==> config.mk <==
export PLATFORM = sky130hd
export DESIGN_NAME = sdr_rd_ctrl
export DESIGN_NICKNAME = d
export VERILOG_FILES = /design/src/rtl/sdr_rd_ctrl.sv
export SDC_FILE = /design/constraint.sdc
export NUM_CORES = 1
export LEC_CHECK = 0
export CAP_MARGIN = 20
export CORE_ASPECT_RATIO = 2
export CORE_MARGIN = 4
export CORE_UTILIZATION = 45
export DETAILED_ROUTE_END_ITERATION = 7
export PLACE_DENSITY = 0.83
export SYNTH_ARGS = -nofsm -noshare
export SYNTH_HDL_FRONTEND = slang
export SYNTH_SLANG_ARGS = --single-unit
==> constraint.sdc <==
create_clock -name Sdr_clk -period 7.55 [get_ports Sdr_clk]
set_input_delay 1.51 -clock Sdr_clk [delete_from_list [all_inputs] [get_ports Sdr_clk]]
set_output_delay 1.51 -clock Sdr_clk [all_outputs]
set_load 0.005 [all_outputs]
==> src/rtl/sdr_rd_ctrl.sv <==
// sdr_rd_ctrl
//   Reads whole frames out of SDRAM in fixed-length bursts and streams the
//   returned words into the UDP transmit FIFO. A frame becomes readable once
//   the write side reports it complete (wr_done). Up to three completed
//   frames can be queued. A burst is only requested when the FIFO has room
//   for the whole burst. A burst that stalls is re-requested from the same
//   address.
//
// Ports
//   Sdr_clk        in   clock, all logic on the rising edge
//   Rst            in   asynchronous active-high reset
//   Sdr_init_done  in   SDRAM initialisation complete (only used in IDLE)
//   Sdr_busy       in   controller cannot accept a request this cycle
//   wr_done        in   one-cycle pulse: a full frame has been written
//   udp_wrusedw    in   UDP FIFO occupancy in words
//   App_rd_en      out  one-cycle read request
//   App_rd_addr    out  burst start address, valid with App_rd_en
//   Sdr_rd_en      in   read data valid strobe
//   Sdr_rd_dout    in   read data
//   fifo_wr_en     out  UDP FIFO write strobe (one cycle after Sdr_rd_en)
//   fifo_wr_data   out  UDP FIFO write data
//   frame_start    out  pulse with the first FIFO write of a frame
//   frame_done     out  pulse once the last burst of a frame has landed
//   rd_busy        out  high while a frame is being read
//   rd_err         out  sticky: burst timeout or stray read strobe seen

module sdr_rd_ctrl #(
  parameter int DATA_WIDTH  = 32,
  parameter int ADDR_WIDTH  = 21,
  parameter int BURST_LEN   = 8,
  parameter int FRAME_WORDS = 307200,
  parameter int BASE_ADDR   = 0,
  parameter int FIFO_LIMIT  = 3840,
  parameter int TIMEOUT     = 255
) (
  input  logic                  Sdr_clk,
  input  logic                  Rst,
  input  logic                  Sdr_init_done,
  input  logic                  Sdr_busy,
  input  logic                  wr_done,
  input  logic [11:0]           udp_wrusedw,
  output logic                  App_rd_en,
  output logic [ADDR_WIDTH-1:0] App_rd_addr,
  input  logic                  Sdr_rd_en,
  input  logic [DATA_WIDTH-1:0] Sdr_rd_dout,
  output logic                  fifo_wr_en,
  output logic [DATA_WIDTH-1:0] fifo_wr_data,
  output logic                  frame_start,
  output logic                  frame_done,
  output logic                  rd_busy,
  output logic                  rd_err
);

  localparam int BCW = $clog2(BURST_LEN + 1);
  localparam int TCW = $clog2(TIMEOUT + 1);
  localparam int AW1 = ADDR_WIDTH + 1;

  localparam logic [BCW-1:0]        BURST_LAST   = BCW'(BURST_LEN - 1);
  localparam logic [TCW-1:0]        TIMEOUT_LAST = TCW'(TIMEOUT - 1);
  localparam logic [ADDR_WIDTH-1:0] BASE         = ADDR_WIDTH'(BASE_ADDR);
  localparam logic [ADDR_WIDTH-1:0] BURST_STEP   = ADDR_WIDTH'(BURST_LEN);
  // One bit wider than the address so a frame ending exactly at
  // 2^ADDR_WIDTH is still recognised.
  localparam logic [AW1-1:0]        END_ADDR     = AW1'(BASE_ADDR + FRAME_WORDS);
  localparam logic [12:0]           NEED         = 13'(BURST_LEN);
  localparam logic [12:0]           LIMIT        = 13'(FIFO_LIMIT);

  typedef enum logic [2:0] {
    IDLE,
    WAIT_FRAME,
    CHECK,
    REQ,
    WAIT_DATA,
    NEXT,
    DONE
  } state_t;

  state_t                state;
  state_t                state_nxt;
  logic [ADDR_WIDTH-1:0] addr;
  logic [BCW-1:0]        burst_cnt;
  logic [TCW-1:0]        tmo_cnt;
  logic [1:0]            pending;
  logic                  first_word;

  logic strobe_ok;
  logic burst_last;
  logic timed_out;
  logic fifo_room;
  logic frame_end;
  logic pend_inc;
  logic pend_dec;

  // ---------------------------------------------------------------------
  // Status terms
  // ---------------------------------------------------------------------
  always_comb begin
    strobe_ok  = (state == WAIT_DATA) && Sdr_rd_en;
    burst_last = strobe_ok && (burst_cnt == BURST_LAST);
    // A burst completing on the final timeout cycle is accepted, not retried.
    timed_out  = (state == WAIT_DATA) && (tmo_cnt == TIMEOUT_LAST) && !burst_last;
    fifo_room  = ({1'b0, udp_wrusedw} + NEED) <= LIMIT;
    frame_end  = ({1'b0, addr} + AW1'(BURST_LEN)) == END_ADDR;
    pend_inc   = wr_done;
    pend_dec   = (state == NEXT) && frame_end;
  end

  // ---------------------------------------------------------------------
  // FSM: state register
  // ---------------------------------------------------------------------
  always_ff @(posedge Sdr_clk or posedge Rst) begin
    if (Rst) begin
      state <= IDLE;
    end else begin
      state <= state_nxt;
    end
  end

  // ---------------------------------------------------------------------
  // FSM: next state and request/handshake outputs
  // ---------------------------------------------------------------------
  always_comb begin
    state_nxt   = state;
    App_rd_en   = 1'b0;
    App_rd_addr = '0;
    frame_done  = 1'b0;
    rd_busy     = 1'b1;

    unique case (state)
      IDLE: begin
        rd_busy = 1'b0;
        if (Sdr_init_done) begin
          state_nxt = WAIT_FRAME;
        end
      end
      WAIT_FRAME: begin
        rd_busy = 1'b0;
        if (pending != 2'd0) begin
          state_nxt = CHECK;
        end
      end
      CHECK: begin
        if (fifo_room) begin
          state_nxt = REQ;
        end
      end
      REQ: begin
        App_rd_addr = addr;
        if (!Sdr_busy) begin
          App_rd_en = 1'b1;
          state_nxt = WAIT_DATA;
        end
      end
      WAIT_DATA: begin
        if (burst_last) begin
          state_nxt = NEXT;
        end else if (timed_out) begin
          state_nxt = REQ;
        end
      end
      NEXT: begin
        state_nxt = frame_end ? DONE : CHECK;
      end
      DONE: begin
        frame_done = 1'b1;
        state_nxt  = WAIT_FRAME;
      end
      default: begin
        state_nxt = IDLE;
      end
    endcase
  end

  // ---------------------------------------------------------------------
  // Burst address
  // ---------------------------------------------------------------------
  always_ff @(posedge Sdr_clk or posedge Rst) begin
    if (Rst) begin
      addr <= BASE;
    end else if (state == NEXT) begin
      addr <= addr + BURST_STEP;
    end else if (state == DONE) begin
      addr <= BASE;
    end
  end

  // ---------------------------------------------------------------------
  // Burst word counter and data-wait timer; both restart on retry
  // ---------------------------------------------------------------------
  always_ff @(posedge Sdr_clk or posedge Rst) begin
    if (Rst) begin
      burst_cnt <= '0;
      tmo_cnt   <= '0;
    end else if (state == WAIT_DATA) begin
      if (burst_last || timed_out) begin
        burst_cnt <= '0;
        tmo_cnt   <= '0;
      end else begin
        tmo_cnt <= tmo_cnt + 1'b1;
        if (Sdr_rd_en) begin
          burst_cnt <= burst_cnt + 1'b1;
        end
      end
    end else begin
      burst_cnt <= '0;
      tmo_cnt   <= '0;
    end
  end

  // ---------------------------------------------------------------------
  // Pending-frame counter: saturates at 3, a simultaneous increment and
  // decrement cancel out.
  // ---------------------------------------------------------------------
  always_ff @(posedge Sdr_clk or posedge Rst) begin
    if (Rst) begin
      pending <= '0;
    end else begin
      unique case ({pend_inc, pend_dec})
        2'b10: if (pending != 2'd3) pending <= pending + 2'd1;
        2'b01: if (pending != 2'd0) pending <= pending - 2'd1;
        default: pending <= pending;
      endcase
    end
  end

  // ---------------------------------------------------------------------
  // FIFO forwarding, frame_start marker and sticky error
  // ---------------------------------------------------------------------
  // first_word marks that no word of the current frame has been forwarded
  // yet, so a retried first burst does not raise frame_start twice.
  always_ff @(posedge Sdr_clk or posedge Rst) begin
    if (Rst) begin
      fifo_wr_en   <= 1'b0;
      fifo_wr_data <= '0;
      frame_start  <= 1'b0;
      first_word   <= 1'b1;
      rd_err       <= 1'b0;
    end else begin
      fifo_wr_en  <= strobe_ok;
      frame_start <= strobe_ok && first_word;
      if (strobe_ok) begin
        fifo_wr_data <= Sdr_rd_dout;
        first_word   <= 1'b0;
      end else if (state == DONE) begin
        first_word <= 1'b1;
      end
      if (timed_out || (Sdr_rd_en && (state != WAIT_DATA))) begin
        rd_err <= 1'b1;
      end
    end
  end

endmodule

* Yosys cells after proc, flatten, opt, wreduce, memory -nomap -nowiden
Index checks and enable logic that the tools add are counted.
** Word-level totals
- Register bits :: 74
- Latch bits :: 0
- Memories kept :: 0
- Logic and storage cells :: 82
- Input bits :: 50
- Output and inout port bits :: 59
- Bits in writable memories :: 0
- Memory bits (read-only) :: 0
** Cells by class
- $mul :: 0
- Bitwise operators :: 0
- Div/mod/pow operators :: 0
- Equal/unequal tests :: 21
- Add/sub/neg operators :: 7
- Mux-type cells :: 25
- Magnitude comparators :: 1
- Reduce and logical (&&, ||, !) cells :: 18
- Shifts and indexed selects :: 0
** Operators by type and width (number)
- $mux W21 :: 3
- $add A21 B4 Y22 const B :: 1
- $eq A22 B19 Y1 const B :: 1
- $add A21 B4 Y21 const B :: 1
- $mux W3 :: 7
- $pmux W3 S7 :: 1
- $mux W8 :: 2
- $ne A2 B2 Y1 const B :: 7
- $add A12 B4 Y13 const B :: 1
- $le A13 B12 Y1 const B :: 1
- $mux W4 :: 3
- $eq A3 B3 Y1 const B :: 3
- $add A8 B1 Y8 const B :: 1
- $eq A8 B8 Y1 const B :: 1
- $reduce_bool A2 Y1 :: 4
- $logic_and A1 B1 Y1 :: 7
- $eq A3 B2 Y1 const B :: 2
- $mux W1 :: 6
- $ne A3 B3 Y1 const B :: 2
- $reduce_and A5 Y1 :: 1
- $add A4 B1 Y4 const B :: 1
- $eq A4 B3 Y1 const B :: 1
- $mux W2 :: 2
- $pmux W2 S2 :: 1
- other kinds (11) :: 12

* Longest topological paths before layout
- Word-level depth :: 8
- Gate-level depth with buffers :: 13
- Gate-level depth less buffers :: 12

* Worst setup path before layout
OpenSTA, ideal clock, no wires.
- Kind :: input-to-output
- From :: in Sdr_busy
- To :: out App_rd_en
- Buffers on the path :: 0
- Required time :: 6040 ps
- Data arrival time :: 1702 ps
- Path slack :: 4338 ps
- Stages on the path :: 1
- Cells stage by stage :: nor3_1
** Between the ends
- Cells in the longest elaborated chain, start to end :: 2
** Ends and longest elaborated chain
- start, declared :: line 39 : input logic Sdr_busy,
- $mux W1 :: line 149 : if (!Sdr_busy) begin
- $mux W1 :: line 129 : unique case (state)
- end, declared :: line 42 : output logic App_rd_en,
No other way between the ends.

* Final worst setup path
Same ends and word-level chain as after synthesis.

==> flow_summary.toml <==
[clock_network]
cts_resized = 0
clock-sinks = 71
clk_latency_ns = 0.33
cts_buffers = 9
cts-htree-levels = 3
postCtsSetupBuffers = 0
clock_tree.buffer_depth = 2
cts_root_buf = "clkbuf_16"
clkTransAtPathRegs_ns = 0.06
cts_tree = "built"
holdBufCountCts = 0

[timing]
final_max_slew_viol_count = 0
clock.fmax_mhz = 239
finClkSkew_ns = 0.00736
rsz0062_at_grt = "false"
finalSetupViolations = 0
final_hold_viol_count = 0
maxSlewHeadroom_pct = 30.3
finalCritPeriodShare_pct = 55.4
period_needed_ns = 4.18
tightestPinTransition_ns = 1.04
whs_ns = 0.488
final.setup.tns_ns = 0

[synthesis]
synthAdderAreaFrac_pct = 2.27
syn_inst = 381
syn_area_mm2 = 0.00386
ys_seq_area_share_pct = 46.0
synthSimpleGateAreaFrac_pct = 22.1
async_reset_ff_share_pct = 100
synth-compound-area-share_pct = 12.3
synth_warnings = 0
synth_top_area_share_pct = 45.4
synth_top_family_by_area = "simple AND/OR/NAND/NOR gates"
yosys-top-cells-area = "dfrtp_1 45%, mux2_2 9.6%, o21ai_0 4.7%"
ys_types = 62
yosys.area.top_type = "dfrtp_1"
synthTopCellsByCount = "70 x dfrtp_1, 36 x o21ai_0, 33 x mux2_2, 33 x nor2_1, 21 x and2_1"
synth.most_common_cell = "dfrtp_1"
synthXorXnorAreaFrac_pct = 2.49
synth_edf_count = 0
synth.avg_cell_area_um2 = 10.1
synth_flop_cell = "dfrtp_1"
ys_ff_latch = 71
synth_mux_area_share_pct = 9.88

[layout]
nets = 530
diodes = 0
fill_cells = 683
layout.cells.non_filler = 576
post-route-util_pct = 62.4
multi_input_area_mm2 = 0.00191
regArea_mm2 = 0.00178
drive_gt1_share_pct = 14.2
syn2layout_area_growth_pct = 35.0

[worst_setup_path]
cpPeakStageDelay_ns = 0.53
reg2reg_from = "addr[4]"
cp-start-kind = "input port"
criticalPathCategory = "input port to primary output"
critPathTopFamily = "buffers and inverters"
cp.arrival_ns = 2.67
reg2reg_depth = 12
cpMostUsedCell = "clkdlybuf4s50_1"
r2r-end = "pending[1]"
crit_chain = "clkdlybuf4s50_1 > nor3_1 > clkdlybuf4s50_1"
cp_max_fo = 3
slowest_stage = "clkdlybuf4s50_1"
crit_buf_inv = 2
crit_required_ns = 6.04
r2r_slack_ns = 3.86
cp-end-kind = "primary output"

[die]
dieArea_mm2 = 0.0102
ioPinCount = 109
die_x_um = 73.5
core_area_mm2 = 0.00835
die_h_um = 139
initial_core_util_pct = 46.3
num_rows = 47

[routing]
first_iter_violations = 180
vias = 3252
ant_nets = 0
viasPerCell = 5.65
route.final.wire_length_um = 10100
post_drt_wl_per_cell_um = 17.5
route.detailed.drc = 0
firstDrtPassIters = 4

[hold_path]
worstHoldPathType = "flop to flop"
whs_path_depth = 2
whs_endpoint = "first_word"
hold_start = "first_word"

[power_and_ir_drop]
p_total_mw = 1.48
ir_worst_vdd_uv = 218
leakage_nw = 2.19
power_density_mw_per_mm2 = 285

[flow_run]
maxCapViolCount = 0

[placement]
post-place-cells = 560
io_buffers = 105
place_hpwl_um = 7450
place_congestion = 0.848

[grt]
grt_max_degree = 72
grt_first_pass_wirelength_um = 16400
antenna_found_initial = 0
track_usage_pct = 20.5
overflow = 0
grt_pass1_vias = 3466

[run_status]
status = "finished clean"
-- per-stage QoR --
stage | setup slack [ns] | instance area [um^2]
floorplan | 4.25 | 3870
global placement | 3.38 | 4910
detailed placement | 3.37 | 4910
CTS | 3.36 | 5210
global route | 3.24 | 5210
finish | 3.37 | 5210
-- power by group --
| part | switching (mW) | internal, mW | total (mW) |
|---|---|---|---|
| sequential | 0.0828 | 0.488 | 0.571 |
| combinational | 0.187 | 0.294 | 0.481 |
| clock | 0.166 | 0.266 | 0.432 |
| total | 0.436 | 1.05 | 1.48 |
-- worst register-to-register path, stage by stage (launching register included) --
cell and delay [ns]:
dfrtp_1 0.49, ha_1 0.42, nand4_4 0.20, o32ai_1 0.31, a32oi_1 0.07, a2111oi_0 0.72
or4b_4 0.59, inv_1 0.08, ha_1 0.27, nor2b_1 0.18, nand3_1 0.09, o21ai_0 0.08
a21oi_1 0.07
-- layout make-up --
type	count	area share [%]
Multi-Input combinational cell	275	36.6
Sequential cell	71	34.1
Timing Repair Buffer	107	20.4
Clock buffer	10	4.58
Tap cell	98	2.35
Clock inverter	6	1.30
Inverter	9	0.648
-- how the worst max path moves through the flow --
stage,start,to,slack (ns),depth (start not counted)
after global placement,Sdr_busy,App_rd_en,3.38,3
after detailed placement,Sdr_busy,App_rd_en,3.37,3
after CTS,Sdr_busy,App_rd_en,3.36,3
final,Sdr_busy,App_rd_en,3.37,3
after global routing,state[0],App_rd_addr[5],3.24,4
after floorplan,Rst,addr[10],4.25,1
-- flip-flops by register name, indices dropped and copies added (netlist names) --
name,flops
state,3
pending,2
tmo_cnt,8
addr,18
frame_start,1
fifo_wr_data,32
first_word,1
rd_err,1
fifo_wr_en,1
burst_cnt,4
-- cell usage in the layout, fill, tap and decap left out, types with 3 or more instances in the layout --
| cell type | Yosys | routed |
|---|---|---|
| clkbuf_16 | 0 | 9 |
| nand2b_1 | 6 | 6 |
| clkdlybuf4s50_1 | 0 | 105 |
| inv_1 | 9 | 8 |
| a21oi_1 | 11 | 11 |
| conb_1 | 1 | 3 |
| xor2_1 | 6 | 6 |
| nor2_1 | 33 | 33 |
| mux2_2 | 33 | 33 |
| and2_1 | 21 | 21 |
| o31ai_1 | 5 | 5 |
| nor3_1 | 5 | 5 |
| o211ai_1 | 3 | 3 |
| nand3_1 | 17 | 17 |
| nand3b_1 | 3 | 3 |
| and3_1 | 5 | 5 |
| ha_1 | 7 | 7 |
| nand2_1 | 19 | 19 |
| a31oi_1 | 5 | 5 |
| xnor2_1 | 5 | 5 |
| dfrtp_1 | 70 | 70 |
| or2_2 | 3 | 3 |
| o21ai_0 | 36 | 36 |
| nand4_1 | 9 | 9 |
-- cells by family (layout without fill, tap and decap cells) --
logic type	after synthesis	after routing
mux	34	34
xor+xnor	11	11
simple gates	145	145
compound gates	75	75
fa+ha+maj	7	7
flops	71	71
buf+inv	37	132
other cells	1	3
-- layer usage --
| metal | wire length (um) | global-route usage [%] | vias to the layer above |
|---|---|---|---|
| li1 | - | - | 1536 |
| met1 | 3370 | 19.7 | 1604 |
| met2 | 5860 | 38.3 | 81 |
| met4 | 430 | 11.2 | 0 |
| met3 | 394 | 4.21 | 31 |
| met5 | 0 | 0 | - |
No activity file was read; power rests on OpenSTA's default activity.
